File: src/rtl/idli_salu_m.sv
// Multi-slice serial ALU: one SLICE_W slice per accepted beat, LSB first, over DATA_W/SLICE_W beats.
// Result slice is combinational; Z/N/C/V flags and compare result are registered at the end of the op.
module idli_salu_m #(
  parameter int SLICE_W = 4,
  parameter int DATA_W  = 16
) (
  input  logic               i_salu_gck,
  input  logic               i_salu_rst,
  input  logic               i_salu_start,
  input  logic               i_salu_vld,
  input  logic [2:0]         i_salu_op,
  input  logic [SLICE_W-1:0] i_salu_lhs,
  input  logic [SLICE_W-1:0] i_salu_rhs,
  output logic [SLICE_W-1:0] o_salu_out,
  output logic               o_salu_wen,
  output logic               o_salu_busy,
  output logic               o_salu_done,
  output logic [3:0]         o_salu_flags,
  output logic               o_salu_cond,
  output logic               o_salu_flags_vld
);

  localparam int NUM_BEATS = DATA_W / SLICE_W;
  localparam int CNT_W     = (NUM_BEATS > 1) ? $clog2(NUM_BEATS) : 1;

  typedef enum logic [2:0] {
    OP_ADD, OP_SUB, OP_AND, OP_OR, OP_XOR, OP_ANDN, OP_CMP_EQ, OP_CMP_LTU
  } op_e;

  logic             busy_q, busy_d;
  logic [CNT_W-1:0] cnt_q, cnt_d;
  logic             carry_q, carry_d;
  op_e              op_q, op_d;
  logic             zacc_q, zacc_d;
  logic [3:0]       flags_q, flags_d;
  logic             cond_q, cond_d;
  logic             flags_vld_q, flags_vld_d;

  logic             accept, last, is_sub, is_cmp, is_arith, cin, cout, c_msb, zacc_nxt;
  op_e              op_eff;
  logic [SLICE_W-1:0] rhs_eff, res;
  logic [SLICE_W:0]   sum;

  always_comb begin
    accept   = busy_q ? i_salu_vld : i_salu_start;
    op_eff   = busy_q ? op_q : op_e'(i_salu_op);
    is_cmp   = (op_eff == OP_CMP_EQ) || (op_eff == OP_CMP_LTU);
    is_sub   = (op_eff == OP_SUB) || is_cmp;
    is_arith = (op_eff == OP_ADD) || is_sub;
    rhs_eff  = is_sub ? ~i_salu_rhs : i_salu_rhs;
    // start beat seeds the chain: 0 for add, 1 for two's-complement subtract
    cin      = busy_q ? carry_q : is_sub;
    sum      = {1'b0, i_salu_lhs} + {1'b0, rhs_eff} + {{SLICE_W{1'b0}}, cin};
    cout     = sum[SLICE_W];
    // carry into the MSB recovered from the MSB sum bit
    c_msb    = i_salu_lhs[SLICE_W-1] ^ rhs_eff[SLICE_W-1] ^ sum[SLICE_W-1];
    res      = sum[SLICE_W-1:0];
    case (op_eff)
      OP_AND:  res = i_salu_lhs & i_salu_rhs;
      OP_OR:   res = i_salu_lhs | i_salu_rhs;
      OP_XOR:  res = i_salu_lhs ^ i_salu_rhs;
      OP_ANDN: res = i_salu_lhs & ~i_salu_rhs;
      default: res = sum[SLICE_W-1:0];
    endcase
    last     = (NUM_BEATS == 1) || (busy_q && (cnt_q == CNT_W'(NUM_BEATS - 1)));
    zacc_nxt = (busy_q ? zacc_q : 1'b1) & (res == '0);
  end

  always_comb begin
    busy_d      = busy_q;
    cnt_d       = cnt_q;
    carry_d     = carry_q;
    op_d        = op_q;
    zacc_d      = zacc_q;
    flags_d     = flags_q;
    cond_d      = cond_q;
    flags_vld_d = flags_vld_q;
    if (accept) begin
      if (is_arith) carry_d = cout;
      zacc_d = zacc_nxt;
      if (!busy_q) begin
        op_d        = op_e'(i_salu_op);
        flags_vld_d = 1'b0;
      end
      if (last) begin
        busy_d      = 1'b0;
        cnt_d       = '0;
        flags_d     = {zacc_nxt, res[SLICE_W-1], is_arith & cout, is_arith & (c_msb ^ cout)};
        cond_d      = (op_eff == OP_CMP_EQ)  ? zacc_nxt :
                      (op_eff == OP_CMP_LTU) ? ~cout    : 1'b0;
        flags_vld_d = 1'b1;
      end else begin
        busy_d = 1'b1;
        cnt_d  = cnt_q + CNT_W'(1);
      end
    end
  end

  always_ff @(posedge i_salu_gck or posedge i_salu_rst) begin
    if (i_salu_rst) begin
      busy_q      <= 1'b0;
      cnt_q       <= '0;
      carry_q     <= 1'b0;
      op_q        <= OP_ADD;
      zacc_q      <= 1'b0;
      flags_q     <= 4'b0;
      cond_q      <= 1'b0;
      flags_vld_q <= 1'b0;
    end else begin
      busy_q      <= busy_d;
      cnt_q       <= cnt_d;
      carry_q     <= carry_d;
      op_q        <= op_d;
      zacc_q      <= zacc_d;
      flags_q     <= flags_d;
      cond_q      <= cond_d;
      flags_vld_q <= flags_vld_d;
    end
  end

  assign o_salu_out       = res;
  assign o_salu_wen       = accept && !is_cmp;
  assign o_salu_busy      = busy_q;
  assign o_salu_done      = accept && last;
  assign o_salu_flags     = flags_q;
  assign o_salu_cond      = cond_q;
  assign o_salu_flags_vld = flags_vld_q;

endmodule

File: config.mk
export PLATFORM = sky130hd
export DESIGN_NAME = idli_salu_m
export DESIGN_NICKNAME = d
export VERILOG_FILES = /design/src/rtl/idli_salu_m.sv
export SDC_FILE = /design/constraint.sdc
export NUM_CORES = 1
export LEC_CHECK = 0
export CAP_MARGIN = 25
export CORE_MARGIN = 2
export CORE_UTILIZATION = 49
export DETAILED_ROUTE_END_ITERATION = 8
export HOLD_SLACK_MARGIN = 0.1
export PLACE_DENSITY_LB_ADDON = 0.05
export SETUP_SLACK_MARGIN = 0.1
export SLEW_MARGIN = 30
export SYNTH_ARGS = -nofsm -noshare
export SYNTH_HDL_FRONTEND = slang
export SYNTH_SLANG_ARGS = --single-unit
File: constraint.sdc
create_clock -name i_salu_gck -period 3.3 [get_ports i_salu_gck]
set_input_delay 0.495 -clock i_salu_gck [delete_from_list [all_inputs] [get_ports i_salu_gck]]
set_output_delay 0.495 -clock i_salu_gck [all_outputs]
set_load 0.01 [all_outputs]
==> flow_metrics.env <==
export IMPL_maxCapViolations=0
export IMPL_finClkSkew_ns=0.00665
export IMPL_cp_cell_sequence="mux2i_4 -> buf_4 -> a21o_4 -> xnor2_2 -> fa_2 -> fa_2 -> nand2_1 -> and2_1 -> buf_2"
export IMPL_die_area_sq_um=2860
export IMPL_num_vias=1175
export IMPL_yosysMostFrequentCell="nand2_1"
export IMPL_track_usage_pct=25.6
export IMPL_fmax_mhz=301
export IMPL_antenna_found_initial=0
export IMPL_hp_class="reg -> reg"
export IMPL_fin_nets=217
export IMPL_synthCells=141
export IMPL_critPathBufInv=2
export IMPL_setup_worst_path_end_class="output pin"
export IMPL_cpMaxStageDelayCell="fa_2"
export IMPL_start_kind="flop"
export IMPL_power_density_nw_per_um2=1130
export IMPL_worstMarginPinSlew_ns=0.544
export IMPL_p_leak_nw=0.838
export IMPL_worstPathMaxFanout=7
export IMPL_port_buffers=27
export IMPL_drc_errors=0
export IMPL_first_iter_violations=38
export IMPL_seq_area_frac_synth_pct=29.3
export IMPL_ir_drop_uv=854
export IMPL_grt_ovfl_total=0
export IMPL_start_util_pct=53.1
export IMPL_rows=17
export IMPL_cts_num_sinks=14
export IMPL_cts_tree="yes"
export IMPL_critPathRequiredTime_ns=2.80
export IMPL_synthToLayoutAreaGrowth_pct=48.7
export IMPL_cts_hold_buffers=0
export IMPL_clock_path_buffers=2
export IMPL_path_common_cell="fa_2"
export IMPL_relSlewSlack_pct=63.7
export IMPL_async_reset_ff_share_pct=100
export IMPL_gp_congestion=0.882
export IMPL_cts_root_buffer="clkbuf_4"
export IMPL_synth_area_sq_um=1200
export IMPL_arrival_ns=2.82
export IMPL_core_sq_um=2250
export IMPL_finalSetupViolCount=2
export IMPL_yosys_area_top_type="dfrtp_1"
export IMPL_die_w_um=53.4
export IMPL_final_cells=219
export IMPL_dp_hpwl_um=2380
export IMPL_syn_avg_cell_area_sq_um=8.49
export IMPL_layout_setup_ws_ns=-0.0178
export IMPL_ys_top_cells_by_area="dfrtp_1 29%, ha_1 8.4%, nand2_1 6.6%, inv_1 4.1%, xnor2_1 3.7%"
export IMPL_synth_distinct_cells=41
export IMPL_synthFlopType="dfrtp_1"
export IMPL_switching_share_pct=43.1
export IMPL_power_frac_seq_pct=14.8
export IMPL_design_area_sq_um=1780
export IMPL_crit_family="adder cells"
export IMPL_wirelength_um=3160
export IMPL_ys_warn_count=0
export IMPL_dpl_instance_area_sq_um=1630
export IMPL_dr_pass1_iters=4
export IMPL_combPwrFrac_pct=79.0
export IMPL_wire_per_inst_um=14.4
export IMPL_critPathMaxStageDelay_ns=0.52
export IMPL_switchingPower_mw=0.870
export IMPL_yosys_area_top_type_share_pct=29.3
export IMPL_drive_gt1_share_pct=26.7
export IMPL_dp_cells=211
export IMPL_syn_nets=166
export IMPL_path_class="reg -> out"
export IMPL_slew_viol_final=0
export IMPL_rsz0062_at_grt="yes"
export IMPL_violations="setup timing"
export IMPL_grt_pass1_wl_um=5220
export IMPL_antenna_cells=0
export IMPL_synth_edf_count=0
export IMPL_grt_pass1_vias=1150
export IMPL_grt_max_degree=18
export IMPL_status="finished with violations"
export IMPL_via_per_inst=5.37
export IMPL_pin_count=28
export IMPL_die_h_um=53.4
export IMPL_p_clk_share_pct=6.2
export IMPL_clkTransAtPathRegs_ns=0.08
export IMPL_ys_seq_elements=14
export IMPL_cts_max_level=1
export IMPL_detail_route_antenna_nets=0
export IMPL_hold_violations=0
export IMPL_power_internal_mw=1.15
export IMPL_synth_common_cells="21 x nand2_1, 14 x dfrtp_1, 13 x inv_1"
export IMPL_finalCriticalPeriod_ns=3.32
export IMPL_cts_buffers=3
export IMPL_clock_latency_ns=0.28
export IMPL_post_route_period_util_pct=101
[metrics by stage]
step                setup slack (ns)  TNS (ns)  total power, mW  utilization, %  hold WS, ns
detailed placement            -0.621     -1.73             1.73            72.3        0.470
global route                  -0.110    -0.220             2.20            79.0        0.518
global placement              -0.519     -1.43             1.70            72.3        0.454
CTS                          -0.0318   -0.0573             1.89            76.3        0.489
finish                       -0.0178   -0.0210             2.02            79.0        0.484
floorplan                     0.0961         0             1.11               -        0.384
[cell families (layout without fill, tap and decap cells)]
group,after synthesis,count (layout),synth area share [%]
AND/OR/NAND/NOR,55,55,22.9
AO/OA/AOI/OAI,27,27,14.8
buffers and inverters,18,68,6.79
flip-flops,14,14,29.3
adder cells (fa/ha/maj),10,10,11.7
XOR/XNOR,9,9,6.58
multiplexers,8,8,7.94
[tightest hold or removal path, delay by kind of cell, from the launching register on]
family / cells / cell delay [ns]
flip-flops: 1 / 0.35
AND/OR/NAND/NOR: 2 / 0.10
[power groups by stage]
stage                     Combinational (mW)  Clock [mW]  Sequential [mW]
after CTS                               1.47       0.128            0.297
after global routing                    1.76       0.135            0.306
after detailed placement                1.43           0            0.298
after global placement                  1.41           0            0.293
final                                   1.60       0.125            0.300
after floorplan                        0.809           0            0.303
[final cells by class]
cell class	instances	area [sq um]
Timing Repair Buffer	51	435
Clock buffer	4	36.3
Sequential cell	14	352
Inverter	13	48.8
Multi-Input combinational cell	109	873
Fill cell	178	474
Tap cell	28	35.0
[placed cells by master (no fill, tap or decap), drive strengths merged, types with 2 or more instances in the layout]
cell type | Yosys | final
mux2i | 5 | 5
xor2 | 4 | 4
nand3 | 3 | 3
o22ai | 3 | 3
clkbuf | 1 | 4
and2 | 5 | 5
dlygate4sd2 | 0 | 3
xnor2 | 5 | 5
fa | 2 | 2
nand2 | 21 | 21
buf | 4 | 27
a22o | 2 | 2
and4 | 2 | 2
a21oi | 5 | 5
nor2b | 2 | 2
inv | 13 | 13
o21ai | 10 | 10
a21o | 2 | 2
nor2 | 11 | 11
nand2b | 2 | 2
mux2 | 3 | 3
dfrtp | 14 | 14
nor4 | 2 | 2
clkdlybuf4s50 | 0 | 21
ha | 8 | 8
[flip-flops by register name, summed over array words and instances (netlist names)]
register,cells
cnt_q,2
op_q,3
o_salu_busy,1
carry_q,1
zacc_q,1
o_salu_flags,4
o_salu_cond,1
o_salu_flags_vld,1
[final timing paths]
| path | from | end | slack (ns) | cells past startpoint |
|---|---|---|---|---|
| max | o_salu_busy | o_salu_out[1] | -0.02 | 9 |
| min | o_salu_flags_vld | o_salu_flags_vld | 0.48 | 2 |
| max reg2reg | o_salu_busy | o_salu_cond | 0.41 | 13 |
| min reg2reg | o_salu_flags_vld | o_salu_flags_vld | 0.48 | 2 |
| min in group asynchronous | i_salu_rst | o_salu_cond | 0.55 | 2 |
| max in group asynchronous | i_salu_rst | o_salu_busy | 2.35 | 2 |
[routing by layer]
metal / vias to the layer above / track usage, % / wire [um]
met2: 34 / 42.6 / 1530
met1: 546 / 34.3 / 1400
met3: 6 / 3.67 / 180
met4: 0 / 7.26 / 48
met5: - / 0 / 0
li1: 589 / - / -
[timing repair]
action                     in CTS  in global routing
resized for setup              25                  8
setup buffers                   4                  0
setup endpoints to repair       4                  5
pin swaps                       9                  3
Power figures use the tool's default switching activity.
